## config.mk

```make
export PLATFORM = sky130hd
export DESIGN_NAME = seq_divider64_flat
export DESIGN_NICKNAME = d
export VERILOG_FILES = /design/src/rtl/seq_divider64_if.sv /design/src/rtl/seq_divider64.sv /design/src/flat_wrapper.sv
export SDC_FILE = /design/constraint.sdc
export NUM_CORES = 1
export LEC_CHECK = 0
export CAP_MARGIN = 20
export CORE_MARGIN = 3
export CORE_UTILIZATION = 57
export DETAILED_ROUTE_END_ITERATION = 7
export PLACE_DENSITY = 0.87
export SLEW_MARGIN = 10
export SYNTH_ARGS = -nofsm -noshare
export SYNTH_HDL_FRONTEND = slang
export SYNTH_SLANG_ARGS = --single-unit
export TNS_END_PERCENT = 20
```

## constraint.sdc

```tcl
create_clock -name clk -period 5 [get_ports clk]
set_input_delay 1 -clock clk [delete_from_list [all_inputs] [get_ports clk]]
set_output_delay 1 -clock clk [all_outputs]
set_load 0.005 [all_outputs]
```

## src/rtl/seq_divider64_if.sv

```systemverilog
`default_nettype none
// ============================================================================
//  Module      : seq_divider64_if
//  Description : Handshake bundle for the sequential divider. The issue side
//                (master) presents operands with in_valid/in_ready and drains
//                results with out_valid/out_ready; the divider is the slave.
//                The is_signed field exists only when DIV_SIGNED_EN is
//                defined.
//  Signals     : in_valid, in_ready, dividend, divisor, [is_signed],
//                out_valid, out_ready, quotient, remainder, div_by_zero
//  Revision    : 1.0 - initial release
// ============================================================================
interface seq_divider64_if #(
    parameter int WIDTH = 64
);
    logic             in_valid;
    logic             in_ready;
    logic [WIDTH-1:0] dividend;
    logic [WIDTH-1:0] divisor;
`ifdef DIV_SIGNED_EN
    logic             is_signed;
`endif
    logic             out_valid;
    logic             out_ready;
    logic [WIDTH-1:0] quotient;
    logic [WIDTH-1:0] remainder;
    logic             div_by_zero;

`ifdef DIV_SIGNED_EN
    modport master (
        output in_valid, dividend, divisor, is_signed, out_ready,
        input  in_ready, out_valid, quotient, remainder, div_by_zero
    );
    modport slave (
        input  in_valid, dividend, divisor, is_signed, out_ready,
        output in_ready, out_valid, quotient, remainder, div_by_zero
    );
`else
    modport master (
        output in_valid, dividend, divisor, out_ready,
        input  in_ready, out_valid, quotient, remainder, div_by_zero
    );
    modport slave (
        input  in_valid, dividend, divisor, out_ready,
        output in_ready, out_valid, quotient, remainder, div_by_zero
    );
`endif
endinterface
`default_nettype wire

```

## src/rtl/seq_divider64.sv

```systemverilog
`default_nettype none
// ============================================================================
//  Module      : seq_divider64
//  Description : Multi-cycle radix-2 restoring integer divider. One quotient
//                bit is retired per clock; each trial remainder is formed by
//                a two's-complement subtraction (a + ~b + 1) at WIDTH+1 bits
//                so the borrow out is the restore decision.
//  Ports       : clk  - rising-edge clock
//                rst  - synchronous active-high reset (aborts any operation)
//                bus  - seq_divider64_if.slave
//                       in_valid/in_ready + dividend/divisor[/is_signed] in,
//                       out_valid/out_ready + quotient/remainder/div_by_zero
//  Options     : DIV_SIGNED_EN - adds is_signed and a FIX state that applies
//                the recorded quotient/remainder signs after the unsigned
//                iteration (one extra cycle on every operation).
//  Latency     : WIDTH+1 cycles (WIDTH+2 with DIV_SIGNED_EN), 1 for x/0.
//  Revision    : 1.0 - initial release
// ============================================================================
module seq_divider64 #(
    parameter int WIDTH = 64
) (
    input  logic            clk,
    input  logic            rst,
    seq_divider64_if.slave  bus
);

    localparam int                 c_CNT_W = $clog2(WIDTH);
    localparam logic [c_CNT_W-1:0] c_LAST  = c_CNT_W'(WIDTH - 1);

`ifdef DIV_SIGNED_EN
    typedef enum logic [1:0] {
        ST_IDLE = 2'd0,
        ST_RUN  = 2'd1,
        ST_FIX  = 2'd2,
        ST_DONE = 2'd3
    } state_t;
`else
    typedef enum logic [1:0] {
        ST_IDLE = 2'd0,
        ST_RUN  = 2'd1,
        ST_DONE = 2'd3
    } state_t;
`endif

    // ------------------------------------------------------------------
    // State and datapath registers
    // ------------------------------------------------------------------
    state_t             r_state, w_state;
    // Partial remainder. It is always below the divisor between
    // iterations, so WIDTH bits hold it; the WIDTH+1-bit value used by the
    // subtractor is formed from it plus the shifted-in dividend bit.
    logic [WIDTH-1:0]   r_rem,   w_rem;
    // Doubles as the dividend shift register: dividend bits leave at the
    // top while quotient bits enter at the bottom.
    logic [WIDTH-1:0]   r_quo,   w_quo;
    logic [WIDTH-1:0]   r_dvs,   w_dvs;
    logic [c_CNT_W-1:0] r_cnt,   w_cnt;
    logic               r_dbz,   w_dbz;
`ifdef DIV_SIGNED_EN
    logic               r_q_neg, w_q_neg;
    logic               r_r_neg, w_r_neg;
`endif

    // ------------------------------------------------------------------
    // Operand conditioning: magnitudes and result signs
    // ------------------------------------------------------------------
    logic [WIDTH-1:0] w_a_mag;
    logic [WIDTH-1:0] w_b_mag;
`ifdef DIV_SIGNED_EN
    logic             w_a_neg;
    logic             w_b_neg;

    assign w_a_neg = bus.is_signed & bus.dividend[WIDTH-1];
    assign w_b_neg = bus.is_signed & bus.divisor[WIDTH-1];
    // The most-negative value maps onto itself, which read as unsigned is
    // exactly its magnitude, so overflow needs no special case.
    assign w_a_mag = w_a_neg ? ((~bus.dividend) + WIDTH'(1)) : bus.dividend;
    assign w_b_mag = w_b_neg ? ((~bus.divisor)  + WIDTH'(1)) : bus.divisor;
`else
    assign w_a_mag = bus.dividend;
    assign w_b_mag = bus.divisor;
`endif

    // ------------------------------------------------------------------
    // One restoring iteration
    // ------------------------------------------------------------------
    logic [WIDTH:0] w_shift;
    logic [WIDTH:0] w_trial;
    logic           w_last;

    assign w_shift = {r_rem, r_quo[WIDTH-1]};
    // w_shift - {0, divisor}; bit WIDTH set means the subtraction borrowed.
    assign w_trial = w_shift + {1'b1, ~r_dvs} + (WIDTH + 1)'(1);
    assign w_last  = (r_cnt == c_LAST);

    // ------------------------------------------------------------------
    // Next-state and datapath update
    // ------------------------------------------------------------------
    always_comb begin
        w_state = r_state;
        w_rem   = r_rem;
        w_quo   = r_quo;
        w_dvs   = r_dvs;
        w_cnt   = r_cnt;
        w_dbz   = r_dbz;
`ifdef DIV_SIGNED_EN
        w_q_neg = r_q_neg;
        w_r_neg = r_r_neg;
`endif
        case (r_state)
            ST_IDLE: begin
                if (bus.in_valid) begin
                    if (bus.divisor == '0) begin
                        // Remainder reports the raw dividend in every mode.
                        w_quo   = '1;
                        w_rem   = bus.dividend;
                        w_dbz   = 1'b1;
`ifdef DIV_SIGNED_EN
                        w_q_neg = 1'b0;
                        w_r_neg = 1'b0;
`endif
                        w_state = ST_DONE;
                    end else begin
                        w_quo   = w_a_mag;
                        w_dvs   = w_b_mag;
                        w_rem   = '0;
                        w_cnt   = '0;
                        w_dbz   = 1'b0;
`ifdef DIV_SIGNED_EN
                        w_q_neg = w_a_neg ^ w_b_neg;
                        w_r_neg = w_a_neg;
`endif
                        w_state = ST_RUN;
                    end
                end
            end

            ST_RUN: begin
                if (!w_trial[WIDTH]) begin
                    w_rem = w_trial[WIDTH-1:0];
                    w_quo = {r_quo[WIDTH-2:0], 1'b1};
                end else begin
                    w_rem = w_shift[WIDTH-1:0];
                    w_quo = {r_quo[WIDTH-2:0], 1'b0};
                end
                w_cnt = r_cnt + c_CNT_W'(1);
                if (w_last) begin
`ifdef DIV_SIGNED_EN
                    w_state = ST_FIX;
`else
                    w_state = ST_DONE;
`endif
                end
            end

`ifdef DIV_SIGNED_EN
            ST_FIX: begin
                if (r_q_neg) begin
                    w_quo = (~r_quo) + WIDTH'(1);
                end
                if (r_r_neg) begin
                    w_rem = (~r_rem) + WIDTH'(1);
                end
                w_state = ST_DONE;
            end
`endif

            ST_DONE: begin
                if (bus.out_ready) begin
                    w_state = ST_IDLE;
                end
            end

            default: begin
                w_state = ST_IDLE;
            end
        endcase
    end

    always_ff @(posedge clk) begin
        if (rst) begin
            r_state <= ST_IDLE;
            r_rem   <= '0;
            r_quo   <= '0;
            r_dvs   <= '0;
            r_cnt   <= '0;
            r_dbz   <= 1'b0;
`ifdef DIV_SIGNED_EN
            r_q_neg <= 1'b0;
            r_r_neg <= 1'b0;
`endif
        end else begin
            r_state <= w_state;
            r_rem   <= w_rem;
            r_quo   <= w_quo;
            r_dvs   <= w_dvs;
            r_cnt   <= w_cnt;
            r_dbz   <= w_dbz;
`ifdef DIV_SIGNED_EN
            r_q_neg <= w_q_neg;
            r_r_neg <= w_r_neg;
`endif
        end
    end

    // ------------------------------------------------------------------
    // Outputs (all decoded from registers)
    // ------------------------------------------------------------------
    assign bus.in_ready    = (r_state == ST_IDLE);
    assign bus.out_valid   = (r_state == ST_DONE);
    assign bus.quotient    = r_quo;
    assign bus.remainder   = r_rem;
    assign bus.div_by_zero = r_dbz;

endmodule
`default_nettype wire
```

## src/flat_wrapper.sv

```systemverilog
// flat-port wrapper written by rule: the top's interface ports become plain ports
module seq_divider64_flat 
#(
    parameter int WIDTH = 64
)
  (clk, rst, bus_in_valid, bus_dividend, bus_divisor, bus_out_ready, bus_in_ready, bus_out_valid, bus_quotient, bus_remainder, bus_div_by_zero);
  seq_divider64_if #(.WIDTH(WIDTH)) bus_i ();
  input  logic clk;
  input  logic rst;
  input wire logic [$bits(bus_i.in_valid)-1:0] bus_in_valid;
  input wire logic [$bits(bus_i.dividend)-1:0] bus_dividend;
  input wire logic [$bits(bus_i.divisor)-1:0] bus_divisor;
  input wire logic [$bits(bus_i.out_ready)-1:0] bus_out_ready;
  output wire logic [$bits(bus_i.in_ready)-1:0] bus_in_ready;
  output wire logic [$bits(bus_i.out_valid)-1:0] bus_out_valid;
  output wire logic [$bits(bus_i.quotient)-1:0] bus_quotient;
  output wire logic [$bits(bus_i.remainder)-1:0] bus_remainder;
  output wire logic [$bits(bus_i.div_by_zero)-1:0] bus_div_by_zero;
  assign bus_i.in_valid = bus_in_valid;
  assign bus_i.dividend = bus_dividend;
  assign bus_i.divisor = bus_divisor;
  assign bus_i.out_ready = bus_out_ready;
  assign bus_in_ready = bus_i.in_ready;
  assign bus_out_valid = bus_i.out_valid;
  assign bus_quotient = bus_i.quotient;
  assign bus_remainder = bus_i.remainder;
  assign bus_div_by_zero = bus_i.div_by_zero;
  seq_divider64 #(.WIDTH(WIDTH)) u_core (.clk(clk), .rst(rst), .bus(bus_i));
endmodule
```

# After elaboration in Yosys (flattened, before gate mapping)
# Cells that the tools add are included.
# op_classes
add_sub_neg,3
eq_ne,7
muxes,17
bitwise,2
reduce_logical,8
# ops
cell,count
64-bit 2-to-1 mux,5
64-bit case mux with 2 select lines,2
"65-bit by 1-bit adder with 65-bit output, second input constant",1
65-bit adder,1
64-bit zero test,1
64-bit inverter,1
6-bit 2-to-1 mux,2
6-bit case mux with 2 select lines,1
3-bit AND reduction,3
2-bit 2-to-1 mux,4
"6-bit by 1-bit adder with 6-bit output, second input constant",1
"6-bit == test, second input constant",1
"2-bit != test, second input constant",3
2-bit case mux with 3 select lines,1
2-bit AND reduction,2
"2-bit by 1-bit == test with 1-bit output, second input constant",1
"2-bit == test, second input constant",1
2-bit zero test,1
1-bit 2-to-1 mux,2
"2-bit by 1-bit != test with 1-bit output, second input constant",1
2-bit nonzero test,1
1-bit inverter,1
# totals
register_bits,201
output_inout_bits,131

# Longest topological paths before layout
# logic_depth
depth_word,5
depth_mapped,15
depth_no_buf,13

# Worst setup path before layout
# OpenSTA, ideal clock, no wires.
# synth_path
path_kind,register to register
startpoint,"reg u_core.r_quo[63], in the netlist u_core.bus.quotient[63]"
endpoint,"reg u_core.r_rem[22], in the netlist u_core.bus.remainder[22]"
setup_ns,0.132
arrival_ns,3.109
t_required_ns,4.868
setup_slack_ns,1.759
stages_incl_launch_ff,15
period_less_slack_ns,3.241
cell_sequence,dfxtp_1 inv_1 ha_1 fa_1 nand2b_1 a21oi_1 o211ai_2 a211oi_1 o21bai_1 a21o_1 o211ai_4 buf_4 mux2_1 a221oi_1 nor3_1
# synth_between
elab_chain_len,4
# synth_rtl
element,line_no,source
start: declaration,seq_divider64.sv:55,"logic [WIDTH-1:0] r_quo, w_quo;"
start signal: assignment,seq_divider64.sv:195,r_quo <= w_quo;
65-bit adder,seq_divider64.sv:93,"assign w_trial = w_shift + {1'b1, ~r_dvs} + (WIDTH + 1)'(1);"
65-bit by 1-bit adder with 65-bit output,seq_divider64.sv:93,
64-bit 2-to-1 mux,seq_divider64.sv:139,if (!w_trial[WIDTH]) begin
64-bit case mux with 2 select lines,seq_divider64.sv:110,case (r_state)
end signal: assignment,seq_divider64.sv:194,r_rem <= w_rem;
end: declaration,seq_divider64.sv:52,"logic [WIDTH-1:0] r_rem, w_rem;"
# No other way between the ends.
# A chain may end at the register's enable or synchronous reset.

# Final worst setup path
# layout_path
startpoint,"reg u_core.r_quo[63], in the netlist u_core.bus.quotient[63]"
endpoint,"reg u_core.r_rem[19], in the netlist u_core.bus.remainder[19]"
# Same word-level chain as after synthesis.

==> results.py <==
metrics = {
    "synthesis": {
        "synth_adder_area_share_pct": 6.391,
        "synthArstFlopShare_pct": 0,
        "synth_ff_type": "dfxtp_1",
        "syn_inst": 1740,
        "synth_edf_count": 0,
        "yosys.cell_types.count": 85,
        "synth_area_per_cell_sq_um": 7.494,
        "ys_seq_area_share_pct": 30.86,
        "synth_top_family_by_area": "compound AO/OA/AOI/OAI gates",
        "syn-num-nets": 1938,
        "synth_compound_area_share_pct": 28.44,
        "synthMuxAreaShare_pct": 3.685,
        "synth-seq-cells": 201,
        "synthXorXnorAreaFrac_pct": 3.762,
        "yosys.area_share.simple_pct": 20.19,
        "syn-cell-area_sq_um": 13040,
        "yosys_warnings": 0,
    },
    "critical_path": {
        "slowest_stage": "fa_1",
        "cp.required_ns": 5.39,
        "critPathLaunch": "u_core.bus.quotient[63]$_SDFFE_PP0P_",
        "path_max_fanout": 17,
        "cp_slowest_stage_delay_ns": 0.41,
        "r2r_start": "u_core.bus.quotient[63]$_SDFFE_PP0P_",
        "start_kind": "flop",
        "worstSetupPathType": "flop to flop",
        "endpoint_kind": "flop",
        "cp_cell_sequence": "inv_1 > ha_1 > fa_1 > nand2b_1 > a21oi_1 > o211ai_2 > a211oi_1 > o21bai_1 > a21o_1 > o211ai_4 > buf_16 > buf_12 > mux2_1 > a221oi_1 > nor3_1",
        "worstPathArrival_ns": 4.50,
    },
    "timing": {
        "worst_slew_pin_slew_ns": 1.039,
        "timing.fmax_mhz": 243.4,
        "hold_violations": 0,
        "setup_viol": 0,
        "layout_min_cycle_time_ns": 4.109,
        "fin_crit_sh_pct": 82.19,
        "maxSlewHeadroom_pct": 30.74,
        "tns_ns": 0,
        "slew_violations": 0,
        "finClkSkew_ns": 0.009388,
        "grt_setup_unrepaired": "false",
    },
    "clock_tree": {
        "cts-root-buf": "clkbuf_16",
        "cts_resized": 0,
        "clock-sinks": 201,
        "cts_tree": "yes",
        "ctsHoldBuffers": 0,
        "numCtsBuffers": 23,
        "worstSkewPairLatency_ns": 0.53,
        "postCtsSetupBuffers": 0,
        "clockBufferDepth": 3,
        "clk_pin_slew_ns": 0.06,
        "cts_htree_levels": 1,
    },
    "power": {
        "ir_worst_vdd_uv": 402.8,
        "switchingPower_mw": 4.228,
        "seqPwrFrac_pct": 21.7,
        "swShare_pct": 43.86,
        "p_int_mw": 5.412,
        "share_comb_of_total_power_pct": 60.7,
        "total_power_mw": 9.639,
        "leakage_nw": 6.421,
        "cellPowerDensity_nw_per_um2": 582.7,
        "power_frac_clock_pct": 17.6,
    },
    "placed_design": {
        "io_buffer_count": 262,
        "place_hpwl_um": 35100,
        "placed_cells": 2178,
        "gp_congestion": 1.034,
        "placed_area_sq_um": 15770,
    },
    "final_layout": {
        "finalInstanceArea_sq_um": 16540,
        "fin_util_pct": 74.65,
        "areaGrowthSynthToFinish_pct": 26.88,
        "multi_input_area_sq_um": 8189,
        "fillers": 1717,
        "drive_above_1_share_pct": 5.157,
        "final_cells": 2219,
        "final_nets": 2122,
        "regArea_sq_um": 4024,
        "antenna_cells": 0,
    },
    "grt": {
        "gr-usage-all-layers_pct": 37.28,
        "antenna_found_initial": 2,
        "grt_overflow": 0,
        "grt_max_degree": 93,
        "grt_pass1_wl_um": 74320,
        "grt_pass1_vias": 13690,
    },
    "route": {
        "initialDrtViolationCount": 1287,
        "viasPerCell": 6.447,
        "ant_nets": 0,
        "avgRoutedWirePerCell_um": 21.71,
        "dr.pass1.iters": 6,
        "route.vias.total": 14310,
        "drcViolationCount": 0,
        "routed_wl_um": 48180,
    },
    "die": {
        "die_x_um": 157.2,
        "die_height_um": 157.2,
        "initial_utilization_pct": 58.84,
        "die_area_sq_um": 24730,
        "rows": 54,
        "pin_count": 263,
        "core_area_sq_um": 22160,
    },
    "hold_path": {
        "hold_start": "u_core.r_dvs[51]$_SDFFE_PP0P_",
        "worst_hold_path_type": "flop to flop",
    },
    "outcome": {
        "status": "complete, no violations",
    },
    "flow_run": {
        "max_cap_violations": 0,
    },
}
power by group through the flow:
stage	clock, mW	sequential (mW)	combinational, mW
2_1_floorplan	0	2.05	4.02
3_3_place_gp	0	2.11	5.52
3_5_place_dp	0	2.11	5.59
4_1_cts	1.69	2.08	5.64
5_1_grt	1.76	2.12	6.31
6_report	1.69	2.09	5.85
Yosys cell counts (3+ instances only):
cell type	count	area (sq um)
o41ai_1	3	26.28
a21o_1	22	165.2
and2_1	11	68.82
o211a_1	3	30.03
o21bai_1	12	90.09
a31oi_1	9	56.30
o21a_1	22	165.2
o221ai_1	52	455.4
o22ai_1	3	18.77
buf_4	5	37.54
nor3_1	57	285.3
o211ai_1	7	52.55
o31ai_1	5	37.54
mux2_1	30	337.8
a211oi_1	27	202.7
nor3b_1	3	22.52
nor2_1	134	503.0
a2111oi_0	4	35.03
a211o_1	5	43.79
nand4_1	24	150.1
xor2_1	17	148.9
ha_1	65	813.3
o21ai_0	56	280.3
or2_2	4	25.02
nand2_1	284	1066
xnor2_1	39	341.6
nor4_1	24	150.1
nand3_1	19	95.09
buf_2	19	95.09
and3_1	5	31.28
nor2b_1	7	43.79
mux2i_1	12	120.1
o21ai_1	12	60.06
dfxtp_1	201	4024
a221oi_1	42	367.9
or3_1	11	68.82
buf_1	7	26.28
a21oi_1	233	1166
clkbuf_1	99	371.6
nand2b_1	6	37.54
inv_1	83	311.6
final timing paths:
kind,endpoint,depth (start not counted),slack [ns]
max,u_core.bus.remainder[19]$_SDFFE_PP0P_,15,0.89
min,u_core.r_dvs[51]$_SDFFE_PP0P_,2,0.45
max reg2reg,u_core.bus.remainder[19]$_SDFFE_PP0P_,15,0.89
min reg2reg,u_core.r_dvs[51]$_SDFFE_PP0P_,2,0.45
cells in the final DEF, fill, tap and decap left out, drive strengths merged, types with 5 or more instances in the layout:
master,count
xnor2,39
nand3,19
o211ai,9
clkdlybuf4s50,261
and2,12
nor3,57
a211o,5
a21oi,235
mux2i,12
buf,31
or3,12
o221ai,53
a221oi,43
ha,65
nor4,26
clkinv,5
o21a,22
a211oi,29
a31oi,9
clkbuf,31
a21o,22
xor2,17
nand4,24
mux2,32
o31ai,5
and3,5
a2111oi,8
inv,85
nor2b,7
nand2b,6
o21ai,69
or2,6
nand2,284
o21bai,12
nor2,135
dfxtp,201
routing by layer:
layer | track usage, % | share of wire, % | vias to the layer above
met2 | 61.28 | 46 | 795
met1 | 47.77 | 40 | 6728
li1 | - | - | 6649
met5 | 0 | 0.046 | -
met3 | 8.166 | 9.6 | 130
met4 | 14.92 | 4.6 | 4
registers in the layout, summed over array words and instances (netlist names):
name                    cells
u_core.bus.quotient        64
u_core.r_dvs               64
u_core.bus.remainder       64
u_core.r_state              2
u_core.r_cnt                6
u_core.bus.div_by_zero      1
critical path: cells and delay by family (launching register included):
family,cells,cell delay (ns)
AO/OA/AOI/OAI,7,1.86
multiplexers,1,0.34
adder cells (fa/ha/maj),2,0.65
AND/OR/NAND/NOR,2,0.29
flip-flops,1,0.33
buffers and inverters,3,0.49
kinds of logic (layout without fill, tap and decap cells):
group / count (synthesis) / in the layout
simple gates: 599 / 599
compound gates: 558 / 558
buf+inv: 216 / 415
flops: 201 / 201
fa+ha+maj: 66 / 66
xor+xnor: 56 / 56
mux: 44 / 44
area by class of cell:
cell class / count / share of cell area [%]
well taps: 280 / 2.118
repair buffers: 292 / 17.64
multi-input cells: 1323 / 49.50
clock inverters: 9 / 0.5672
inverters: 83 / 1.883
clock buffers: 31 / 3.963
flip-flops and latches: 201 / 24.32
stage by stage:
| stage | setup slack, ns | hold WS, ns |
|---|---|---|
| after floorplan | 1.759 | 0.4363 |
| after global placement | 0.2926 | 0.4437 |
| after detailed placement | 0.7868 | 0.4463 |
| after CTS | 0.8093 | 0.4545 |
| after global routing | 0.6172 | 0.4684 |
| final | 0.8907 | 0.4546 |
No activity file was read; power rests on OpenSTA's default activity.
